`config.mk`:
```
export PLATFORM = sky130hd
export DESIGN_NAME = mc_control_unit
export DESIGN_NICKNAME = d
export VERILOG_FILES = /design/src/rtl/mccu_pkg.sv /design/src/rtl/mccu_ret_stack.sv /design/src/rtl/mc_control_unit.sv
export SDC_FILE = /design/constraint.sdc
export NUM_CORES = 1
export LEC_CHECK = 0
export BUFFER_PORTS_ARGS = -buffer_cell sky130_fd_sc_hd__buf_2
export CORE_ASPECT_RATIO = 1.1
export CORE_MARGIN = 2
export CORE_UTILIZATION = 35
export DETAILED_ROUTE_END_ITERATION = 8
export PLACE_DENSITY = 0.72
export SLEW_MARGIN = 20
export SYNTH_ARGS = -nofsm -noshare
export SYNTH_HDL_FRONTEND = slang
export SYNTH_SLANG_ARGS = --single-unit
```
`constraint.sdc`:
```
create_clock -name clk -period 2.2 [get_ports clk]
set_input_delay 0.44 -clock clk [delete_from_list [all_inputs] [get_ports clk]]
set_output_delay 0.44 -clock clk [all_outputs]
set_load 0.02 [all_outputs]
```
`src/rtl/mccu_pkg.sv`:
```
// mccu_pkg: shared opcode map, ALU operation codes and FSM state type
// for the multi-cycle control unit and its return stack.
package mccu_pkg;

    // Primary opcodes (top four instruction bits)
    localparam logic [3:0] OPC_MISC  = 4'h0;
    localparam logic [3:0] OPC_ADD   = 4'h1;
    localparam logic [3:0] OPC_SUB   = 4'h2;
    localparam logic [3:0] OPC_MUL   = 4'h3;
    localparam logic [3:0] OPC_AND   = 4'h5;
    localparam logic [3:0] OPC_XOR   = 4'h6;
    localparam logic [3:0] OPC_CMP   = 4'h7;
    localparam logic [3:0] OPC_BR    = 4'h8;
    localparam logic [3:0] OPC_MOVRA = 4'h9;
    localparam logic [3:0] OPC_MOVAR = 4'hA;
    localparam logic [3:0] OPC_JMP   = 4'hB;
    localparam logic [3:0] OPC_CALL  = 4'hC;
    localparam logic [3:0] OPC_RET   = 4'hD;

    // Operand values selecting the accumulator-only operations under OPC_MISC
    localparam int MISC_LS  = 1;
    localparam int MISC_RS  = 2;
    localparam int MISC_CRS = 3;
    localparam int MISC_CLS = 4;
    localparam int MISC_ARS = 5;
    localparam int MISC_INC = 6;
    localparam int MISC_DEC = 7;

    // ALU operation codes driven on alu_op
    localparam logic [3:0] ALU_ADD = 4'd0;
    localparam logic [3:0] ALU_SUB = 4'd1;
    localparam logic [3:0] ALU_MUL = 4'd2;
    localparam logic [3:0] ALU_AND = 4'd3;
    localparam logic [3:0] ALU_XOR = 4'd4;
    localparam logic [3:0] ALU_SHL = 4'd5;
    localparam logic [3:0] ALU_SHR = 4'd6;
    localparam logic [3:0] ALU_CRS = 4'd7;
    localparam logic [3:0] ALU_CLS = 4'd8;
    localparam logic [3:0] ALU_ASR = 4'd9;
    localparam logic [3:0] ALU_INC = 4'd10;
    localparam logic [3:0] ALU_DEC = 4'd11;

    typedef enum logic [1:0] {
        S_FETCH = 2'd0,
        S_EXEC  = 2'd1,
        S_MULW  = 2'd2,
        S_HALT  = 2'd3
    } mccu_state_e;

endpackage

```
`src/rtl/mccu_ret_stack.sv`:
```
// mccu_ret_stack: small LIFO of return addresses for CALL/RET.
// Push is ignored when full and pop when empty; the caller flags those.
module mccu_ret_stack #(
    parameter int PC_W      = 8,
    parameter int STK_DEPTH = 4
) (
    input  logic            clk,
    input  logic            reset,
    input  logic            push_i,
    input  logic            pop_i,
    input  logic [PC_W-1:0] push_data_i,
    output logic [PC_W-1:0] top_data_o,
    output logic            full_o,
    output logic            empty_o
);

    localparam int IDX_W = (STK_DEPTH > 1) ? $clog2(STK_DEPTH) : 1;
    localparam int CNT_W = $clog2(STK_DEPTH + 1);

    logic [PC_W-1:0]  mem_q [STK_DEPTH];
    logic [CNT_W-1:0] count_q;
    logic [IDX_W-1:0] wr_idx;
    logic [IDX_W-1:0] top_idx;

    assign wr_idx     = IDX_W'(count_q);
    assign top_idx    = IDX_W'(count_q - 1'b1);
    assign full_o     = (count_q == CNT_W'(STK_DEPTH));
    assign empty_o    = (count_q == '0);
    assign top_data_o = mem_q[top_idx];

    // Entry storage: only the slot above the current top is ever written
    always_ff @(posedge clk) begin
        if (push_i && !full_o) begin
            mem_q[wr_idx] <= push_data_i;
        end
    end

    // Occupancy counter: reset empties the stack
    always_ff @(posedge clk or negedge reset) begin
        if (!reset) begin
            count_q <= '0;
        end else if (push_i && !full_o) begin
            count_q <= count_q + 1'b1;
        end else if (pop_i && !empty_o) begin
            count_q <= count_q - 1'b1;
        end
    end

endmodule

```
`src/rtl/mc_control_unit.sv`:
```
// mc_control_unit: multi-cycle fetch/execute controller owning PC and IR.
// Optional CALL/RET return stack is built when MCCU_CALL_STACK_EN is defined.
module mc_control_unit
    import mccu_pkg::*;
#(
    parameter int              PC_W      = 8,
    parameter int              OPND_W    = 4,
    parameter logic [PC_W-1:0] RESET_PC  = '0,
    parameter int              STK_DEPTH = 4
) (
    input  logic              clk,
    input  logic              reset,
    output logic              imem_req,
    output logic [PC_W-1:0]   imem_addr,
    input  logic              imem_ack,
    input  logic [OPND_W+3:0] instruction,
    input  logic              cb_reg,
    input  logic              alu_carry,
    input  logic              alu_done,
    output logic              alu_start,
    output logic              reg_read_en,
    output logic [OPND_W-1:0] reg_read_addr,
    output logic              reg_write_en,
    output logic [OPND_W-1:0] reg_write_addr,
    output logic              acc_sel,
    output logic              acc_write_en,
    output logic              acc_output_en,
    output logic [3:0]        alu_op,
    output logic              ext_write_en,
    output logic              cb_write_en,
    output logic [PC_W-1:0]   pc,
    output logic              halted,
    output logic              stack_err
);

    localparam int IW = OPND_W + 4;

    mccu_state_e       state_q, state_d;
    logic [PC_W-1:0]   pc_q, pc_d, pc_inc, opnd_pc;
    logic [IW-1:0]     ir_q, ir_d;
    logic [3:0]        opcode;
    logic [OPND_W-1:0] opnd;
    logic              is_halt;
    logic              misc_hit;

    assign opcode    = ir_q[IW-1 -: 4];
    assign opnd      = ir_q[OPND_W-1:0];
    assign is_halt   = &ir_q;
    assign pc_inc    = pc_q + 1'b1;
    assign opnd_pc   = PC_W'(opnd);
    assign imem_req  = reset && (state_q == S_FETCH);
    assign imem_addr = pc_q;
    assign pc        = pc_q;
    assign halted    = (state_q == S_HALT);

`ifdef MCCU_CALL_STACK_EN
    logic            stk_push, stk_pop, stk_full, stk_empty;
    logic            stack_err_q, stack_err_d;
    logic [PC_W-1:0] stk_top;

    mccu_ret_stack #(
        .PC_W      (PC_W),
        .STK_DEPTH (STK_DEPTH)
    ) u_ret_stack (
        .clk         (clk),
        .reset       (reset),
        .push_i      (stk_push),
        .pop_i       (stk_pop),
        .push_data_i (pc_inc),
        .top_data_o  (stk_top),
        .full_o      (stk_full),
        .empty_o     (stk_empty)
    );

    // Sticky stack error flag, cleared only by reset
    always_ff @(posedge clk or negedge reset) begin
        if (!reset) begin
            stack_err_q <= 1'b0;
        end else begin
            stack_err_q <= stack_err_d;
        end
    end

    assign stack_err = stack_err_q;
`else
    assign stack_err = 1'b0;
`endif

    // Sequencer: next state, next PC and IR capture
    always_comb begin
        state_d = state_q;
        pc_d    = pc_q;
        ir_d    = ir_q;
`ifdef MCCU_CALL_STACK_EN
        stk_push    = 1'b0;
        stk_pop     = 1'b0;
        stack_err_d = stack_err_q;
`endif
        case (state_q)
            S_FETCH: begin
                if (imem_ack) begin
                    ir_d    = instruction;
                    state_d = S_EXEC;
                end
            end
            S_EXEC: begin
                state_d = S_FETCH;
                pc_d    = pc_inc;
                if (is_halt) begin
                    state_d = S_HALT;
                    pc_d    = pc_q;
                end else begin
                    case (opcode)
                        OPC_BR:  if (cb_reg) pc_d = opnd_pc;
                        OPC_JMP: pc_d = opnd_pc;
                        OPC_MUL: begin
                            state_d = S_MULW;
                            pc_d    = pc_q;
                        end
`ifdef MCCU_CALL_STACK_EN
                        OPC_CALL: begin
                            if (stk_full) begin
                                stack_err_d = 1'b1;
                                state_d     = S_HALT;
                                pc_d        = pc_q;
                            end else begin
                                stk_push = 1'b1;
                                pc_d     = opnd_pc;
                            end
                        end
                        OPC_RET: begin
                            if (stk_empty) begin
                                stack_err_d = 1'b1;
                                state_d     = S_HALT;
                                pc_d        = pc_q;
                            end else begin
                                stk_pop = 1'b1;
                                pc_d    = stk_top;
                            end
                        end
`endif
                        default: ;
                    endcase
                end
            end
            S_MULW: begin
                if (alu_done) begin
                    pc_d    = pc_inc;
                    state_d = S_FETCH;
                end
            end
            default: ;
        endcase
    end

    // Datapath strobes decoded from state and IR; silent in fetch and halt
    always_comb begin
        alu_start      = 1'b0;
        reg_read_en    = 1'b0;
        reg_read_addr  = '0;
        reg_write_en   = 1'b0;
        reg_write_addr = '0;
        acc_sel        = 1'b0;
        acc_write_en   = 1'b0;
        acc_output_en  = 1'b0;
        alu_op         = ALU_ADD;
        ext_write_en   = 1'b0;
        cb_write_en    = 1'b0;
        misc_hit       = 1'b0;
        if (state_q == S_EXEC && !is_halt) begin
            case (opcode)
                OPC_ADD, OPC_SUB: begin
                    reg_read_en   = 1'b1;
                    reg_read_addr = opnd;
                    alu_op        = (opcode == OPC_SUB) ? ALU_SUB : ALU_ADD;
                    acc_sel       = 1'b1;
                    acc_write_en  = 1'b1;
                    cb_write_en   = 1'b1;
                end
                OPC_AND, OPC_XOR: begin
                    reg_read_en   = 1'b1;
                    reg_read_addr = opnd;
                    alu_op        = (opcode == OPC_XOR) ? ALU_XOR : ALU_AND;
                    acc_sel       = 1'b1;
                    acc_write_en  = 1'b1;
                end
                OPC_CMP: begin
                    reg_read_en   = 1'b1;
                    reg_read_addr = opnd;
                    alu_op        = ALU_SUB;
                    cb_write_en   = 1'b1;
                end
                OPC_MISC: begin
                    misc_hit = 1'b1;
                    case (opnd)
                        OPND_W'(MISC_LS):  alu_op = ALU_SHL;
                        OPND_W'(MISC_RS):  alu_op = ALU_SHR;
                        OPND_W'(MISC_CRS): alu_op = ALU_CRS;
                        OPND_W'(MISC_CLS): alu_op = ALU_CLS;
                        OPND_W'(MISC_ARS): alu_op = ALU_ASR;
                        OPND_W'(MISC_INC): begin
                            alu_op      = ALU_INC;
                            cb_write_en = alu_carry;
                        end
                        OPND_W'(MISC_DEC): begin
                            alu_op      = ALU_DEC;
                            cb_write_en = alu_carry;
                        end
                        default: misc_hit = 1'b0;
                    endcase
                    acc_sel      = misc_hit;
                    acc_write_en = misc_hit;
                end
                OPC_MOVRA: begin
                    reg_read_en   = 1'b1;
                    reg_read_addr = opnd;
                    acc_write_en  = 1'b1;
                end
                OPC_MOVAR: begin
                    acc_output_en  = 1'b1;
                    reg_write_en   = 1'b1;
                    reg_write_addr = opnd;
                end
                OPC_MUL: begin
                    alu_start     = 1'b1;
                    reg_read_en   = 1'b1;
                    reg_read_addr = opnd;
                    alu_op        = ALU_MUL;
                end
                default: ;
            endcase
        end else if (state_q == S_MULW) begin
            reg_read_en   = 1'b1;
            reg_read_addr = opnd;
            alu_op        = ALU_MUL;
            if (alu_done) begin
                acc_sel      = 1'b1;
                acc_write_en = 1'b1;
                ext_write_en = 1'b1;
            end
        end
    end

    // Architectural state registers
    always_ff @(posedge clk or negedge reset) begin
        if (!reset) begin
            state_q <= S_FETCH;
            pc_q    <= RESET_PC;
            ir_q    <= '0;
        end else begin
            state_q <= state_d;
            pc_q    <= pc_d;
            ir_q    <= ir_d;
        end
    end

endmodule

```
## Word-level counts from Yosys, hierarchy flattened

Cells that the tools add are included.

- Register bits: 18
- Latch bits: 0
- Memory bits (writable): 0
- ROM bits: 0
- Output and inout bits: 39
- Logic and storage cells: 86
- Memories kept: 0

- $add $sub $neg: 1
- Multipliers: 0
- Divide/modulo/power cells: 0
- $lt $le $gt $ge: 0
- Equal/unequal tests: 24
- Shift-type cells: 0
- Mux-type cells: 39
- Bitwise gates (word level): 0
- Reduce and logical (&&, ||, !) cells: 19

Operators with widths:

| operator | number |
|---|---|
| $eq A4 B3 Y1 const B | 7 |
| $pmux W4 S7 | 1 |
| $mux W4 | 6 |
| $mux W8 | 3 |
| $pmux W8 S3 | 1 |
| $pmux W4 S5 | 1 |
| $eq A4 B2 Y1 const B | 4 |
| $eq A4 B4 Y1 const B | 4 |
| $mux W1 | 16 |
| $pmux W8 S2 | 1 |
| $reduce_or A7 Y1 | 2 |
| $mux W2 | 5 |
| $add A8 B1 Y8 const B | 1 |
| $eq A4 B1 Y1 const B | 2 |
| $ne A2 B2 Y1 const B | 4 |
| $reduce_and A8 Y1 | 1 |
| $pmux W1 S2 | 3 |
| $pmux W2 S3 | 1 |
| $reduce_or A2 Y1 | 3 |
| $reduce_or A5 Y1 | 1 |
| $eq A2 B2 Y1 const B | 2 |
| $logic_not A4 Y1 | 1 |
| $reduce_and A4 Y1 | 1 |
| $reduce_or A4 Y1 | 1 |
| 10 further kinds | 11 |

## Longest topological paths before layout

Gate-level depths: netlist of the first run.

- Word-level depth: 5
- Depth in mapped cells: 7
- Depth with buffers taken out: 6

## Worst setup path before layout of the first run

No wires, ideal clock.

- Path type: register to output
- From: reg state_q[1]
- To: out reg_write_addr[1]
- Arrival time: 1.867 ns
- Setup slack: -0.107 ns
- Stages on the path, launching flop included: 7
- Buffers on the path: 1
- Cell sequence: dfrtp_1 inv_1 ha_1 clkbuf_1 inv_1 nor3_1 and2_1

- Cells in the longest elaborated chain, start to end: 3

RTL lines:

| what | RTL line | text |
|---|---|---|
| start: declaration | mc_control_unit.sv:38 | `mccu_state_e state_q, state_d;` |
| start signal: assignment | mc_control_unit.sv:251 | `state_q <= state_d;` |
| $eq A2 B1 Y1 | mc_control_unit.sv:170 | `if (state_q == S_EXEC && !is_halt) begin` |
| $logic_and A1 B1 Y1 | mc_control_unit.sv:170 |  |
| $mux W4 | mc_control_unit.sv:170 |  |
| end: declaration | mc_control_unit.sv:24 | `output logic [OPND_W-1:0] reg_write_addr,` |

No other way between the ends.

## Final worst setup path of the first run

- From: reg ir_q[3]
- To: out reg_read_addr[2]

- Cells in the longest elaborated chain, start to end: 4

RTL lines:

| what | RTL line | text |
|---|---|---|
| start: declaration | mc_control_unit.sv:40 | `logic [IW-1:0] ir_q, ir_d;` |
| start signal: assignment | mc_control_unit.sv:253 | `ir_q <= ir_d;` |
| $reduce_and A8 Y1 | mc_control_unit.sv:48 | `assign is_halt = &ir_q;` |
| $logic_not A1 Y1 | mc_control_unit.sv:170 |  |
| $logic_and A1 B1 Y1 | mc_control_unit.sv:170 |  |
| $mux W4 | mc_control_unit.sv:170 |  |
| end: declaration | mc_control_unit.sv:22 | `output logic [OPND_W-1:0] reg_read_addr,` |

No other way between the ends.

==> results of run 1 <==
## logic make-up after synthesis
group,after synthesis,synth area share [%]
DFF,18,31.2
and+or+nand+nor,58,21.9
xor gates and xnor gates,1,0.607
adders and majority gates,6,5.20
muxes,13,9.88
buffers and inverters,32,11.4
other,1,0.260
AOI/OAI and AO/OA,38,19.5
## layer usage
metal / GRT usage, % / wire length (um) / share of wire [%] / vias to the layer above
li1: - / - / - / 702
met1: 21.8 / 1700 / 45 / 710
met2: 25.9 / 1880 / 49 / 43
met3: 3.45 / 194 / 5.1 / 4
met4: 6.25 / 37 / 0.97 / 0
met5: 0 / 0 / 0 / -
## placed cells by master (no fill, tap or decap), types with 3 or more instances in the layout
master                     netlist  routed
sky130_fd_sc_hd__mux2_2         10      10
sky130_fd_sc_hd__buf_2           0      42
sky130_fd_sc_hd__buf_4          10      23
sky130_fd_sc_hd__nand4_1         4       4
sky130_fd_sc_hd__buf_6           1       4
sky130_fd_sc_hd__a211o_1         3       3
sky130_fd_sc_hd__mux2i_1         3       3
sky130_fd_sc_hd__and2_1          5       5
sky130_fd_sc_hd__a221oi_1        5       5
sky130_fd_sc_hd__clkbuf_8        0       3
sky130_fd_sc_hd__nor2b_1         3       3
sky130_fd_sc_hd__nand2b_1        4       4
sky130_fd_sc_hd__nand3_1         9       9
sky130_fd_sc_hd__nor2_1          8       6
sky130_fd_sc_hd__ha_1            6       5
sky130_fd_sc_hd__inv_1          12       9
sky130_fd_sc_hd__nand2_1         8       8
sky130_fd_sc_hd__dfrtp_1        18      16
sky130_fd_sc_hd__a21oi_1         7       6
sky130_fd_sc_hd__or3_1           4       3
## worst min-delay path by stage
stage,start,to,depth (start not counted),slack (ns)
finish,reset,state_q[0],2,0.13
global route,reset,state_q[0],2,0.16
CTS,reset,state_q[0],2,0.14
detailed placement,reset,state_q[0],2,0.42
global placement,reset,state_q[0],2,0.42
floorplan,reset,imem_addr[0],0,0.14
## where the power goes
part           switching [mW]  internal (mW)  total (mW)
clock                   0.103          0.122       0.225
combinational            1.27          0.979        2.25
sequential              0.181          0.491       0.672
## critical path, stage by stage (launching register included)
cell and delay [ns]:
sky130_fd_sc_hd__dfrtp_1 0.41, sky130_fd_sc_hd__nand4_1 0.23, sky130_fd_sc_hd__o21ai_4 0.27, sky130_fd_sc_hd__mux2i_1 0.24, sky130_fd_sc_hd__buf_4 0.17, sky130_fd_sc_hd__nor2b_1 0.05
sky130_fd_sc_hd__buf_2 0.15
## registers in the layout, indices dropped and copies added (netlist names)
name / cells
imem_addr: 8
ir_q: 8
state_q: 2
## final cells by class
| type | instances | area, um^2 | area share [%] |
|---|---|---|---|
| Sequential cell | 18 | 453 | 23.1 |
| Tap cell | 52 | 65.1 | 3.32 |
| Clock buffer | 3 | 41.3 | 2.11 |
| Multi-Input combinational cell | 117 | 901 | 46.0 |
| Timing Repair Buffer | 70 | 448 | 22.9 |
| Inverter | 12 | 48.8 | 2.49 |
## per-stage QoR
stage	std cells	total power, mW	setup WS [ns]	TNS, ns	area [um^2]
after CTS	271	2.92	-0.0360	-0.0544	1840
after detailed placement	267	2.66	0.100	0	1780
after floorplan	167	2.06	0.126	0	1450
after global routing	272	3.38	-0.137	-0.661	1960
final	272	3.14	-0.0194	-0.0335	1960
after global placement	267	2.64	0.119	0	1780
## what timing repair did
item | 4_1_cts | 5_1_grt
pin swaps | 1 | 6
gates resized for setup | 4 | 31
cloned | 0 | 0
buffers inserted | 1 | 1
setup endpoints to repair | 13 | 16
==> results, run 1 <==
- The flow ran to the end, but the final reports show violations.
- The checks that failed: negative setup slack.
- The flip-flop and latch count after synthesis is 18.
- In the synthesized netlist the async set-or-reset flop fraction comes to 100%.
- The peak clock frequency supported by timing is 451 MHz.
- The total congestion overflow is 0.
- Relative to the synthesized area, the layout overhead comes to 35.5%.
- At the later pin of the worst-skew pair, clock insertion delay measures 0.26 ns.
- The die footprint is 4660 um^2.
- VDD sags by at most 0.959 mV.
- The filler cells instantiated in the layout total between 300 and 400.
- After floorplanning, the core was sized to cover 3960 um^2.
- The number of cells on the worst reg-to-reg path is 4.
- sky130_fd_sc_hd__dfrtp_1 takes more of the synthesized area than any other cell.
- The setup slack of the critical path after layout is -0.0194 ns.
- Across all register-to-register paths, the minimum setup slack is 0.17 ns.
- The register area share after synthesis is 31.2%.
- The most common cell in the synthesized netlist is sky130_fd_sc_hd__dfrtp_1.
- Synthesis produced a netlist with a net count of 187.
- The tree is rooted in a sky130_fd_sc_hd__clkbuf_8.
- The via count of the first global-routing pass is 1,311.
- After the last flow step, the layout net total stands at 242.
- The residual DRC count is 0.
- Ranked by instance count, the synthesized netlist is headed by sky130_fd_sc_hd__dfrtp_1 (18), sky130_fd_sc_hd__inv_1 (12), sky130_fd_sc_hd__buf_4 (10), sky130_fd_sc_hd__mux2_2 (10).
- The initial antenna violation count is 0.
- Wires add up to 3810 um.
- The placer congestion estimate is 0.814.
- Setup repair after global routing could not meet its margin everywhere.
- The average instance area after synthesis is 8.65 um^2.
- The routed wire length per instance is between 10 and 15 um.
- Setup violations remaining at the end of the flow were counted as 2.
- The total count of max-transition violations in the final report came to 0.
- The critical-path maximum fanout is 5.
- The worst register-to-register path ends at imem_addr[5].
- The class of the most critical setup path is flop to primary output.
- The endpoint required time on the critical path is ~1.8 ns.
- The endpoint of the worst setup timing path is reg_read_addr[2].
- Summed over all cells, the static leakage comes to 0.938 nW.
- The final route contains 1,459 vias.
- Counting flops with a built-in enable in the synthesized netlist gives 0.
- The total number of clock tree sinks is 18.
- The share of the cycle needed by the critical path after routing is 101%.
- In the post-synthesis netlist, the biggest area contributors are sky130_fd_sc_hd__dfrtp_1 (31%), sky130_fd_sc_hd__mux2_2 (7.8%), sky130_fd_sc_hd__buf_4 (5.2%).
- The worst setup path is launched from a flop.
- The largest net degree at the start of global routing is 19.
- The floorplan step set the die width to 65.2 um.
- The final count of hold timing violations came to 0.
- The longest clock path from root to sink contains 2 buffers.
- The antenna diode count is 0.
- The final hold slack is around 0.13 ns.
- The total power density per cell area is 1610 nW/um^2.
- Counting distinct cell types in the post-synthesis netlist gives 44.
- The synthesized design devotes to its leading area cell type 31.2% of total area.
- The first detailed-routing pass ran for 4 iterations.
- The detailed placer's ending HPWL is 2800 um.
- The max-capacitance violation count is 0.
- Synthesis handed over a netlist of 167 instances.
- The worst register-to-register path begins at ir_q[4].
- For this block, the initial DRC count from the detailed router was 53.
- The commonest register cell after synthesis is sky130_fd_sc_hd__dfrtp_1.
- The timing startpoint of the critical path is ir_q[3].
- The total clock buffers created by CTS is 3.
- Measured against its own limit, the worst slew margin works out to between 50% and 60%.
- STA classifies the critical path endpoint as a primary output.
- The die is 71.4 um tall.
- The slew at the pin with the worst max-slew slack is 0.654 ns.
- The arrival time at the worst endpoint is 1.78 ns.
- CTS built an H-tree with a depth of 1.
- The clock input transition at the sequential cells of the worst setup and hold paths is roughly 0.06 ns.
- Port buffering added 51 buffers.
- In the routed layout, each cell is associated on average with a via count of 5.36.
- The combined global-route utilization of all metal layers is 16.3%.
- The share of layout cells above drive strength 1 is between 40% and 50%.
- The count of nets left with antenna violations after detail routing is 0.
- The clock tree skew after final layout is 0.00573 ns.
- The class of the tightest hold or removal check is input pin to async pin.
- The total number of placement rows is 24.
- At the end of the flow the core is filled with cells to 49.4%.
- The TritonCTS clock tree is done.
- The cts-stage hold buffer count is 0.
- The clock period minus final worst setup slack is 2.22 ns.
- 53 I/O pins were placed.
- The cell area after synthesis is 1440 um^2.
- The global-route wire length before repair is 6070 um.
- The effective utilization at floorplan is 36.4%.
- The number of warning messages in the yosys log is 0.
(Power assumes the default switching activity.)
==> inputs of run 2 (changes only) <==
--- a/config.mk
+++ b/config.mk
@@ -6,11 +6,12 @@
 export NUM_CORES = 1
 export LEC_CHECK = 0
 export BUFFER_PORTS_ARGS = -buffer_cell sky130_fd_sc_hd__buf_2
-export CORE_ASPECT_RATIO = 1.1
+export CORE_ASPECT_RATIO = 1.4
 export CORE_MARGIN = 2
 export CORE_UTILIZATION = 35
 export DETAILED_ROUTE_END_ITERATION = 8
 export PLACE_DENSITY = 0.72
+export REMOVE_ABC_BUFFERS = 1
 export SLEW_MARGIN = 20
 export SYNTH_ARGS = -nofsm -noshare
 export SYNTH_HDL_FRONTEND = slang
==> results, run 2 (synthesis gave the netlist of run 1 again) <==
- The class of the tightest hold or removal check is input pin to async pin.
- For the pin with the worst max-slew slack, the measured transition is 0.679 ns.
- The arrival time at the worst endpoint is 1.74 ns.
- Walking the worst path, the cells encountered are buf_6 > nor3_2 > nand2_1 > or3_1 > a21oi_1 > buf_4.
- Based on the critical path, the design can be clocked at up to approximately 460 MHz.
- The number of fill cells is about 360.
- The via count of the first global-routing pass is 1,399.
- The clock period minus final worst setup slack is between 2 and 2.5 ns.
- Power spread over the standard cell area amounts to 1630 nW/um^2.
- The clock input transition at the sequential cells of the worst setup and hold paths is 0.07 ns.
- Counting both buffers and inverters, the worst setup path holds a total of 2.
- The worst setup path is captured at a primary output.
- The max-capacitance violation count is 0.
- The share of power burned in combinational logic is ~70%.
- The slowest stage of the critical path belongs to the cell sky130_fd_sc_hd__dfrtp_2.
- The most common cell after layout, fill and taps aside is sky130_fd_sc_hd__buf_2.
- The maximum vdd ir drop is between 0.9 and 1 mV.
- Setup repair after global routing could not meet its margin everywhere.
- The first-pass iteration count of the detailed router is 4.
- The clock network fraction of total power is 9.0%.
- The placer congestion estimate is roughly 0.9.
- From bottom edge to top edge, the die measures 80.0 um.
- The routed wire length per instance is 14.7 um.
- On the worst path, the slowest cell contributes a delay of 0.44 ns.
- The die is 58.3 um wide.
- In this run the remaining antenna-violating nets after routing total 0.
- The leakage power figure is 0.935 nW.
- Cell internal power was estimated by the tool at 1.58 mW.
- The final layout contains routed wiring with a total length of 3880 um.
- The setup path with the least slack is of type flop to primary output.
- The first routing iteration left 53 violations.
- Cells with a size suffix above 1 make up 44.6% of the layout.
- The total number of vias is about 1,500.
- The initial antenna violation count came to 0.
- The startpoint class of the critical path is a flop.
- The startpoint identified for the worst register-to-register timing path is ir_q[4].
- The endpoint required time on the critical path is 1.76 ns.
- Measured in cells, the most critical reg-to-reg path has a length of 5.
- The family with the most delay on the worst path is simple AND/OR/NAND/NOR gates.
- Entering global routing, the biggest net connects 19 pins.
- The global-route wire length before repair is 6350 um.
- In this run the worst path has a maximum fanout of 12.
- The run finished with clean final reports.
- The total number of placement rows is 27.
- The clock tree skew after final layout is 0.00431 ns.
- The number of buffers on the longest clock path is 2.
- The core region is 3950 um^2.
- The library cells used most frequently in the layout, excluding fill and tap cells, are sky130_fd_sc_hd__buf_2 (45), sky130_fd_sc_hd__buf_4 (21), sky130_fd_sc_hd__dfrtp_1 (15).
- At the end of the flow, the number of nets in the layout was 243.
- The sequential fraction of design power is 21.9%.
- The terminus of the critical flop-to-flop path is imem_addr[5].
- The TritonCTS clock tree is done.
- In the routed design, unresolved DRC markers number 0.
- The final count of hold timing violations was 0.
- The total congestion overflow is 0.
- The antenna diode count is 0.
- The floorplan step defined a die boundary enclosing 4660 um^2.
- Clock tree synthesis found a total of 18 sinks.
- The final critical path takes up 99.1% of the cycle.
- In this run the count of I/O pins placed on the die edge is 53.
- In the global route stage, overall resource usage came out at 17.3%.
- In this run the power spent charging and discharging nets is 1.52 mW.
- The count of input and output buffers is 51.
- CTS built an H-tree with a depth of 1.
- The effective utilization at floorplan is 36.5%.
- The number of cells after detailed placement is between 200 and 300.
- Buffers inserted to repair hold after CTS numbered 0.
- The library cell used as clock root buffer is sky130_fd_sc_hd__clkbuf_8.
- Of the total power, the share spent switching nets is 49.0%.
- The count of non-filler cells in the finished layout is 265.
- The register-to-register setup slack is about 0.060 ns.
- Measured against its own limit, the worst slew margin works out to approximately 55%.
- The final hold slack is 0.139 ns.
- Compared with the post-synthesis result, the final layout area differs by 31.8%.
- The number of vias per cell after detailed routing is 5.52.
- Setup violations remaining at the end of the flow were counted as 0.
- Counting the buffers created by CTS gives 3.
- The total count of max-transition violations in the final report is 0.
- The HPWL after detailed placement is 2980 um.
- The clock latency on the worst-skew pair is ~0.26 ns.
==> run 2: worst max path at each step <==
stage / start / end / slack (ns) / cells after the start
finish: ir_q[5] / alu_op[2] / 0.02 / 6
CTS: ir_q[5] / acc_sel / 0.002 / 6
global route: ir_q[3] / reg_read_addr[2] / -0.07 / 6
floorplan: state_q[1] / reg_write_addr[1] / -0.57 / 5
detailed placement: cb_reg / imem_addr[5] / 0.11 / 5
global placement: ir_q[4] / reg_read_addr[1] / 0.11 / 6
==> run 2: power groups by stage <==
stage / clock network, mW / registers (mW) / logic (mW)
after detailed placement: 0 / 0.681 / 1.98
after floorplan: 0 / 0.882 / 1.03
after global placement: 0 / 0.675 / 1.95
after CTS: 0.282 / 0.682 / 2.01
final: 0.278 / 0.679 / 2.14
after global routing: 0.295 / 0.713 / 2.34
==> run 2: per-layer routing <==
layer / vias up / part of all wire, % / GRT usage (%)
li1: 709 / - / -
met1: 696 / 38 / 18.8
met2: 51 / 55 / 33.3
met3: 7 / 5.4 / 2.59
met4: 0 / 1.8 / 4.88
met5: - / 0 / 0
==> run 2: per-stage QoR <==
step	instance area [um^2]	setup TNS, ns	util (%)	setup WS, ns	total power [mW]
finish	1900	0	48.1	0.0192	3.10
global route	1900	-0.464	48.1	-0.0676	3.34
CTS	1840	0	46.5	0.00184	2.98
detailed placement	1760	0	44.5	0.108	2.66
global placement	1760	0	44.5	0.108	2.62
floorplan	1320	-1.55	-	-0.569	1.91
==> run 2: worst reg2reg max path, cell delays in order (launching register included) <==
cell and delay (ns):
sky130_fd_sc_hd__dfrtp_2 0.45, sky130_fd_sc_hd__clkbuf_2 0.16, sky130_fd_sc_hd__or3b_1 0.44, sky130_fd_sc_hd__a211o_4 0.43
sky130_fd_sc_hd__a221o_1 0.34, sky130_fd_sc_hd__a22o_1 0.22
==> run 2: layout make-up <==
class                      count  area (um^2)  share of cell area (%)
clock buffer                   4         55.1                    2.89
inverter                      12         45.0                    2.37
multi-input combinational    117          862                    45.3
sequential                    18          454                    23.9
tap                           43         53.8                    2.83
timing repair buffer          71          433                    22.7
==> run 2: timing repair <==
item | 4_1_cts | 5_1_grt
resized for setup | 6 | 18
pin swaps | 1 | 3
buffers inserted | 1 | 2
setup endpoints to repair | 11 | 15
